[src/rtl/nn_stream_host.sv]
// Host-side sequencer for the neural_net_2layer accelerator: packs a signed byte
// stream into IN_N-element vectors and streams the OUT_N result words back out.
module nn_stream_host #(
  parameter int IN_N    = 4,
  parameter int OUT_N   = 2,
  parameter int TIMEOUT = 15
) (
  input  logic                   clk,
  input  logic                   rst,
  input  logic                   s_valid,
  output logic                   s_ready,
  input  logic signed [7:0]      s_data,
  output logic                   nn_input_valid,
  output logic [IN_N-1:0][7:0]   nn_input_data,
  input  logic                   nn_output_valid,
  input  logic [OUT_N-1:0][15:0] nn_output_data,
  output logic                   m_valid,
  input  logic                   m_ready,
  output logic signed [15:0]     m_data,
  output logic                   m_last,
  output logic                   busy,
  output logic                   timeout_err,
  output logic [15:0]            vec_count
);

  localparam int MAX_N = (IN_N > OUT_N) ? IN_N : OUT_N;
  localparam int IDX_W = $clog2(MAX_N + 1);
  localparam int TMR_W = $clog2(TIMEOUT + 1);
  localparam logic [IDX_W-1:0] IDX_IN_LAST  = IDX_W'(IN_N - 1);
  localparam logic [IDX_W-1:0] IDX_OUT_LAST = IDX_W'(OUT_N - 1);
  localparam logic [TMR_W-1:0] TMR_LAST     = TMR_W'(TIMEOUT - 1);

  typedef enum logic [1:0] {
    COLLECT = 2'd0,
    ISSUE   = 2'd1,
    WAIT    = 2'd2,
    SEND    = 2'd3
  } state_t;

  state_t                 state, state_n;
  logic [IDX_W-1:0]       idx, idx_n;
  logic [TMR_W-1:0]       timer, timer_n;
  logic [IN_N-1:0][7:0]   slot_n;
  logic [OUT_N-1:0][15:0] result, result_n;
  logic [15:0]            vec_count_n;
  logic                   timeout_n;
  logic [15:0]            word_n;

  // Next-state and datapath update; every output register is derived from these.
  always_comb begin
    state_n     = state;
    idx_n       = idx;
    timer_n     = timer;
    slot_n      = nn_input_data;
    result_n    = result;
    vec_count_n = vec_count;
    timeout_n   = 1'b0;
    case (state)
      COLLECT: begin
        if (s_valid && s_ready) begin
          for (int i = 0; i < IN_N; i++) begin
            slot_n[i] = (idx == IDX_W'(i)) ? s_data : nn_input_data[i];
          end
          idx_n = idx + IDX_W'(1);
          if (idx == IDX_IN_LAST) begin
            state_n = ISSUE;
          end else begin
            state_n = COLLECT;
          end
        end else begin
          state_n = COLLECT;
        end
      end
      ISSUE: begin
        timer_n = '0;
        state_n = WAIT;
      end
      WAIT: begin
        timer_n = timer + TMR_W'(1);
        // A result arriving on the final allowed cycle still beats the timeout.
        if (nn_output_valid) begin
          result_n = nn_output_data;
          idx_n    = '0;
          state_n  = SEND;
        end else if (timer == TMR_LAST) begin
          idx_n     = '0;
          timeout_n = 1'b1;
          state_n   = COLLECT;
        end else begin
          state_n = WAIT;
        end
      end
      SEND: begin
        if (m_ready) begin
          if (idx == IDX_OUT_LAST) begin
            vec_count_n = vec_count + 16'd1;
            idx_n       = '0;
            state_n     = COLLECT;
          end else begin
            idx_n   = idx + IDX_W'(1);
            state_n = SEND;
          end
        end else begin
          state_n = SEND;
        end
      end
      default: begin
        idx_n   = '0;
        state_n = COLLECT;
      end
    endcase

    word_n = '0;
    for (int i = 0; i < OUT_N; i++) begin
      word_n = (idx_n == IDX_W'(i)) ? result_n[i] : word_n;
    end
  end

  // State, datapath and registered handshake outputs.
  always_ff @(posedge clk) begin
    if (rst) begin
      state          <= COLLECT;
      idx            <= '0;
      timer          <= '0;
      nn_input_data  <= '0;
      result         <= '0;
      vec_count      <= 16'd0;
      s_ready        <= 1'b0;
      nn_input_valid <= 1'b0;
      m_valid        <= 1'b0;
      m_data         <= 16'sd0;
      m_last         <= 1'b0;
      busy           <= 1'b0;
      timeout_err    <= 1'b0;
    end else begin
      state          <= state_n;
      idx            <= idx_n;
      timer          <= timer_n;
      nn_input_data  <= slot_n;
      result         <= result_n;
      vec_count      <= vec_count_n;
      s_ready        <= (state_n == COLLECT);
      nn_input_valid <= (state_n == ISSUE);
      m_valid        <= (state_n == SEND);
      m_data         <= (state_n == SEND) ? word_n : m_data;
      m_last         <= (state_n == SEND) && (idx_n == IDX_OUT_LAST);
      busy           <= (state_n != COLLECT) || (idx_n != '0);
      timeout_err    <= timeout_n;
    end
  end

endmodule

[config.mk]
export PLATFORM = sky130hd
export DESIGN_NAME = nn_stream_host
export DESIGN_NICKNAME = d
export VERILOG_FILES = /design/src/rtl/nn_stream_host.sv
export SDC_FILE = /design/constraint.sdc
export NUM_CORES = 1
export LEC_CHECK = 0
export CAP_MARGIN = 20
export CORE_MARGIN = 2
export CORE_UTILIZATION = 47
export CTS_BUF_LIST = sky130_fd_sc_hd__clkbuf_4 sky130_fd_sc_hd__clkbuf_8
export DETAILED_ROUTE_END_ITERATION = 10
export PLACE_DENSITY = 0.85
export SLEW_MARGIN = 40
export SYNTH_ARGS = -nofsm -noshare
export SYNTH_HDL_FRONTEND = slang
export SYNTH_SLANG_ARGS = --single-unit
[constraint.sdc]
create_clock -name clk -period 2.8 [get_ports clk]
set_clock_uncertainty 0.2 [all_clocks]
set_input_delay 0.56 -clock clk [delete_from_list [all_inputs] [get_ports clk]]
set_output_delay 0.56 -clock clk [all_outputs]
set_load 0.03 [all_outputs]
==> results of run 1 <==
per-stage QoR:
stage / power, mW / std cells / hold slack [ns]
after floorplan: 1.73 / 507 / 0.241
after global placement: 1.86 / 746 / 0.246
after detailed placement: 1.86 / 746 / 0.248
after CTS: 2.87 / 761 / 0.263
after global routing: 2.96 / 761 / 0.285
final: 2.86 / 761 / 0.260
logic make-up after synthesis:
kind of cell               after synthesis  synth area share
DFF                                    111             0.497
AOI/OAI and AO/OA                       83             0.123
buffers and inverters                   36            0.0347
xor gates and xnor gates                14            0.0274
and+or+nand+nor                        225             0.226
muxes                                   25            0.0559
adders and majority gates               13            0.0364
worst max-delay path: cells and delay by family (launching register included):
family | cells | cell delay (ns)
AO/OA/AOI/OAI | 5 | 1.04
adder cells (fa/ha/maj) | 1 | 0.22
buffers and inverters | 2 | 0.27
flip-flops | 1 | 0.39
AND/OR/NAND/NOR | 1 | 0.36
flip-flops by register name, indices dropped and copies added (netlist names), 2 cells and up:
signal	count
nn_input_data	32
result	32
m_data	16
vec_count	16
timer	4
idx	3
state	2
where the power goes:
| group | switching, mW | internal (mW) | total [mW] |
|---|---|---|---|
| clock | 0.530 | 0.507 | 1.04 |
| sequential | 0.00998 | 1.59 | 1.60 |
| combinational | 0.115 | 0.109 | 0.224 |
metal layers:
layer / up-vias / track usage / wire (um)
li1: 1953 / - / -
met1: 1809 / 0.275 / 4790
met2: 149 / 0.355 / 5250
met3: 11 / 0.0538 / 765
met4: 0 / 0.0634 / 116
met5: - / 0 / 0
area by class of cell:
cell class / instances / area (um^2)
Fill cell: 760 / 3170
Sequential cell: 111 / 2220
Multi-Input combinational cell: 360 / 2100
Timing Repair Buffer: 135 / 1330
Tap cell: 129 / 161
Clock buffer: 9 / 124
Clock inverter: 6 / 95.1
Inverter: 11 / 41.3
synthesized netlist by cell type, types with 2 or more instances:
master	n	share of area
ha_1	13	0.036
nand3_1	40	0.045
nand2b_1	2	0.0028
inv_1	11	0.0092
xnor2_1	3	0.0059
and3_1	2	0.0028
and2_1	5	0.0070
o211ai_1	6	0.010
nor2b_1	2	0.0028
and4_1	2	0.0039
nand4_1	3	0.0042
nand2_1	98	0.082
buf_1	4	0.0034
o211ai_2	10	0.028
xor2_1	11	0.022
mux2i_1	25	0.056
or3_1	2	0.0028
dfxtp_1	111	0.50
buf_6	2	0.0050
nor2_1	57	0.048
o21ai_0	4	0.0045
a211oi_1	2	0.0034
nor3_1	3	0.0034
a21oi_2	2	0.0039
clkbuf_1	15	0.013
nor3b_1	3	0.0050
buf_2	4	0.0045
a21oi_1	51	0.057
worst max-delay path by stage:
| stage | cells after the start | slack (ns) | startpoint | endpoint |
|---|---|---|---|---|
| after floorplan | 10 | 0.32 | idx[0] | m_data[10] |
| after global placement | 8 | -0.07 | nn_output_valid | m_data[15] |
| after detailed placement | 8 | -0.10 | nn_output_valid | m_data[15] |
| after CTS | 9 | 0.21 | state[0] | m_data[1] |
| after global routing | 9 | 0.05 | state[1] | m_data[15] |
| final | 9 | 0.24 | state[0] | m_data[15] |
==> summary.txt, run 1 <==
Placed design
  – Placed cell areas: 5850 um^2
  – Setup WS pre-CTS: -0.103 ns
  – Final HPWL DP: 7.92 mm
  – Placer Congestion: 0.935
  – I/O Buffers: 114

Detailed routing
  – WL per Instance: 14.4 um
  – Via count: 3922
  – Remaining DRCs: 0
  – Pre-antenna DRT Iters: 5
  – DR iter-0 viols: 151
  – WL final: 10.9 mm
  – Average vias per placed instance: 5.15
  – ANT nets after route: 0

STA
  – Setup tns final: 0 ns
  – Period utilization: 0.914
  – Achievable Freq: 391 MHz
  – Worst Max-Slew Pin Slew: 0.654 ns
  – Final Hold Fails: 0
  – RSZ-0062 raised after global routing: false
  – Max-slew violation count: 0
  – Minimum clock period: 2.56 ns
  – Setup ws final: 0.241 ns
  – # setup viols final: 0
  – Slew margin rel.: 0.564

Setup path
  – Arrival time at the worst endpoint: 2.64 ns
  – R2r startpoint: state[0]
  – CP Class: register to register
  – Max incr delay on CP: 0.45 ns
  – Slowest cell on the critical path: a2111o_1
  – R2r worst-path depth: 9
  – CP Cell Sequence: inv_1, ha_2, a21boi_1, a2111o_1, a21oi_2, o21ai_1, or3_1, buf_12, o211ai_1
  – Worst Path Required: 2.88 ns
  – CP Capture Type: register
  – CP Max Fanout: 16
  – Reg2reg end: m_data[15]
  – Crit path launch type: register
  – R2R Setup Slk: 0.24 ns

Synth
  – Top FF cell, synth: dfxtp_1
  – Syn Nets: 565
  – Post-Syn Area: 4470 um^2
  – Post-synthesis sequential area ratio: 0.497
  – Netlist cell types: 42
  – Post-synth EDFFs: 0
  – Synthesis Warnings: 0
  – Average size of a mapped cell: 8.83 um^2
  – Register bit total from synthesis: 111
  – Synth async-reset ratio: 0
  – Post-Synthesis Cells: 507

Floorplan
  – Row count: 35
  – Die Y-Extent: 102 um
  – Die ar.: 10300 um^2
  – # IOs: 115
  – Starting density of the core: 0.484
  – Core box area: 9240 um^2
  – DIE WIDTH: 102 um

Cells and area
  – Fin util: 0.657
  – Ratio of cells with drive above 1 in the final layout: 0.0886
  – Post-route cell area: 6070 um^2
  – Number of diodes: 0
  – Leading cell types in the layout, fill and taps excluded: clkdlybuf4s50_1 (113), dfxtp_1 (111), nand2_1 (98)
  – Commonest non-fill, non-tap cell in the layout: clkdlybuf4s50_1
  – Synth-to-layout area growth: 35.8%
  – Layout Nets: 686

CTS
  – Clk Latency, worst-skew pair: 0.36 ns
  – Clock transition at the registers of the reported paths: 0.11 ns
  – H-tree levels: 3
  – CTS max path bufs: 2
  – TritonCTS clock tree: yes
  – Post-CTS sizing: 0
  – Total CTS buffers: 9
  – Post-CTS Hold Fix Bufs: 0
  – # Post-CTS Setup Buffers: 0
  – Clock sink count: 111
  – Root Buffer: clkbuf_8

Worst hold path
  – Hold Crit Depth: 2
  – Min-Delay Endpoint: nn_input_data[22]
  – Worst hold path type: register to register
  – Min-delay src: nn_input_data[22]

Status
  – Outcome: completed

Power
  – Leakage: 2.12 nW
  – PD cells: 471 nW/um^2
  – Peak supply drop: 317 uV

Global route
  – Global route overflow: 0
  – Largest net degree at the start of global routing: 66
  – Initial antenna violation count: 0
  – Vias in the first global route: 3914
  – Gr usage total: 0.214
  – First-pass GRT wire length: 17.8 mm

Run
  – Max-Cap Viols: 0
No activity file was read; power rests on OpenSTA's default activity.
==> inputs of run 2 (changes only) <==
==> constraint.sdc (replaced) <==
create_clock -name clk -period 2.4 [get_ports clk]
set_clock_uncertainty 0.2 [all_clocks]
set_input_delay 0.48 -clock clk [delete_from_list [all_inputs] [get_ports clk]]
set_output_delay 0.48 -clock clk [all_outputs]
set_load 0.03 [all_outputs]
==> summary.txt, run 2 (synthesized netlist as in run 1, its figures left out) <==
Status
  – Outcome: finished with violations (was completed)
  – Failing checks: negative setup slack

Setup path
  – Reg2reg end: m_data[14] (was m_data[15])
  – CP Capture Type: register (unchanged)
  – Worst Path Required: 2.49 ns (was 2.88 ns)
  – R2R Setup Slk: 0.01 ns (was 0.24 ns)
  – Arrival time at the worst endpoint: 2.49 ns (was 2.64 ns)
  – R2r worst-path depth: 9 (unchanged)
  – CP Max Fanout: 8 (was 16)
  – Crit path launch type: primary input (was register)
  – R2r startpoint: state[0] (unchanged)
  – CP Class: primary input to register (was register to register)

CTS
  – Clock transition at the registers of the reported paths: 0.11 ns (about the same)
  – Clock sink count: 111 (unchanged)
  – Clk Latency, worst-skew pair: 0.36 ns (about the same)
  – Root Buffer: clkbuf_8 (unchanged)
  – TritonCTS clock tree: yes (unchanged)
  – H-tree levels: 3 (unchanged)
  – CTS max path bufs: 2 (unchanged)
  – Total CTS buffers: 9 (unchanged)

Global route
  – Initial antenna violation count: 0 (unchanged)
  – Gr usage total: 0.218 (was 0.214)
  – Global route overflow: 0 (unchanged)
  – First-pass GRT wire length: 18.2 mm (was 17.8 mm)
  – Largest net degree at the start of global routing: 95 (was 66)
  – Vias in the first global route: 3839 (was 3914)

STA
  – Minimum clock period: 2.40 ns
  – Worst Max-Slew Pin Slew: 0.439 ns (was 0.654 ns)
  – Final Hold Fails: 0 (unchanged)
  – Final hold slack: 0.262 ns (was 0.260 ns)
  – Slew margin rel.: 0.706 (was 0.564)
  – Achievable Freq: 416 MHz
  – # setup viols final: 1 (was 0)
  – RSZ-0062 raised after global routing: true (was false)
  – Setup tns final: -0.00168 ns (was 0 ns)
  – Period utilization: 1.00
  – Setup ws final: -0.00168 ns (was 0.241 ns)
  – Max-slew violation count: 0 (unchanged)

Floorplan
  – Starting density of the core: 0.484 (unchanged)
  – Die ar.: 10300 um^2 (unchanged)
  – Row count: 35 (unchanged)
  – DIE WIDTH: 102 um (unchanged)
  – Core box area: 9240 um^2 (unchanged)
  – Die Y-Extent: 102 um (unchanged)
  – # IOs: 115 (unchanged)

Worst hold path
  – Worst hold path type: register to register (unchanged)
  – Hold Crit Depth: 2 (unchanged)
  – Min-Delay Endpoint: nn_input_data[22] (unchanged)
  – Min-delay src: nn_input_data[22] (unchanged)

Cells and area
  – Top Registers: nn_input_data: 32 flops, result: 32 flops (unchanged)
  – Post-route cell area: 6420 um^2 (was 6070 um^2)
  – Commonest non-fill, non-tap cell in the layout: clkdlybuf4s50_1 (unchanged)
  – Layout Nets: 708 (was 686)
  – Synth-to-layout area growth: 43.5% (was 35.8%)
  – Area of the multi-input gates: 2230 um^2 (was 2100 um^2)
  – Leading cell types in the layout, fill and taps excluded: clkdlybuf4s50_1 (112), dfxtp_1 (105), nand2_1 (98) (was clkdlybuf4s50_1 (113), dfxtp_1 (111), nand2_1 (98))
  – Final Non-Filler Cells: 784 (was 761)
  – Ratio of cells with drive above 1 in the final layout: 0.159 (was 0.0886)
  – Filler cells: 697 (was 760)
  – Number of diodes: 0 (unchanged)
  – Fin util: 0.695 (was 0.657)
  – Reg area: 2240 um^2 (was 2220 um^2)

Detailed routing
  – Pre-antenna DRT Iters: 4 (was 5)
  – Via count: 3977 (was 3922)
  – WL per Instance: 15.0 um (was 14.4 um)
  – DR iter-0 viols: 158 (was 151)
  – WL final: 11.7 mm (was 10.9 mm)
  – Remaining DRCs: 0 (unchanged)
  – ANT nets after route: 0 (unchanged)
  – Average vias per placed instance: 5.07 (was 5.15)

Placed design
  – I/O Buffers: 114 (unchanged)
  – Final HPWL DP: 8.13 mm (was 7.92 mm)
  – Placer Congestion: 0.877 (was 0.935)
  – Setup WS pre-CTS: -0.411 ns (was -0.103 ns)
  – Cells after DPL: 763 (was 746)
  – Placed cell areas: 6000 um^2 (was 5850 um^2)

Run
  – Max-Cap Viols: 0 (unchanged)

Power
  – PD cells: 508 nW/um^2 (was 471 nW/um^2)
  – Final Power: 3.26 mW (was 2.86 mW)
  – Peak supply drop: 311 uV (was 317 uV)
  – Leakage: 2.29 nW (was 2.12 nW)
run 2: changes by cell type in the layout (fill, tap and decap cells not counted), sizes merged:
cell	before	now
clkinv	1	2
buf	22	42
bufinv	2	0
clkbuf	9	11
clkdlybuf4s50	113	112
dlymetal6s2s	0	1
clkinvlp	2	0
inv	12	16
run 2: where the power goes:
group / internal (mW) / switching [mW]
clock network: 0.415 / 0.680
registers: 1.85 / 0.00973
logic: 0.150 / 0.150
total: 2.42 / 0.841
run 2: cell type report:
| type | instances | area share |
|---|---|---|
| Timing Repair Buffer | 157 | 0.241 |
| Clock buffer | 9 | 0.0193 |
| Sequential cell | 111 | 0.349 |
| Inverter | 11 | 0.00721 |
| Clock inverter | 7 | 0.0113 |
| Multi-Input combinational cell | 360 | 0.348 |
| Tap cell | 129 | 0.0251 |
run 2: what timing repair did:
item                       4_1_cts  5_1_grt
pin swaps                       11       13
hold buffers                     0        0
cloned                           1        1
setup buffers                    1        3
resized for setup               21       20
setup endpoints to repair       16       17
run 2: per-layer routing:
metal | global-route usage | vias up | wire length (um)
met5 | 0 | - | 0
met4 | 0.0426 | 0 | 66
met3 | 0.0518 | 6 | 776
met2 | 0.372 | 128 | 5770
met1 | 0.282 | 1850 | 5120
li1 | - | 1993 | -
run 2: worst max path at each step:
stage,start,endpoint,slack [ns]
6_report,nn_output_valid,m_data[14],-0.002
5_1_grt,state[0],m_data[1],-0.12
4_1_cts,state[0],m_data[8],-0.008
3_5_place_dp,nn_output_valid,m_data[1],-0.41
3_3_place_gp,nn_output_valid,m_data[15],-0.34
2_1_floorplan,state[0],m_data[13],0.006
run 2: critical path, stage by stage:
cell and delay (ns):
clkdlybuf4s50_1 0.54, nor2b_4 0.06, a2111o_1 0.41, a21oi_2 0.20, o21ai_2 0.08, or3_4 0.37, clkbuf_16 0.18, o211ai_2 0.16
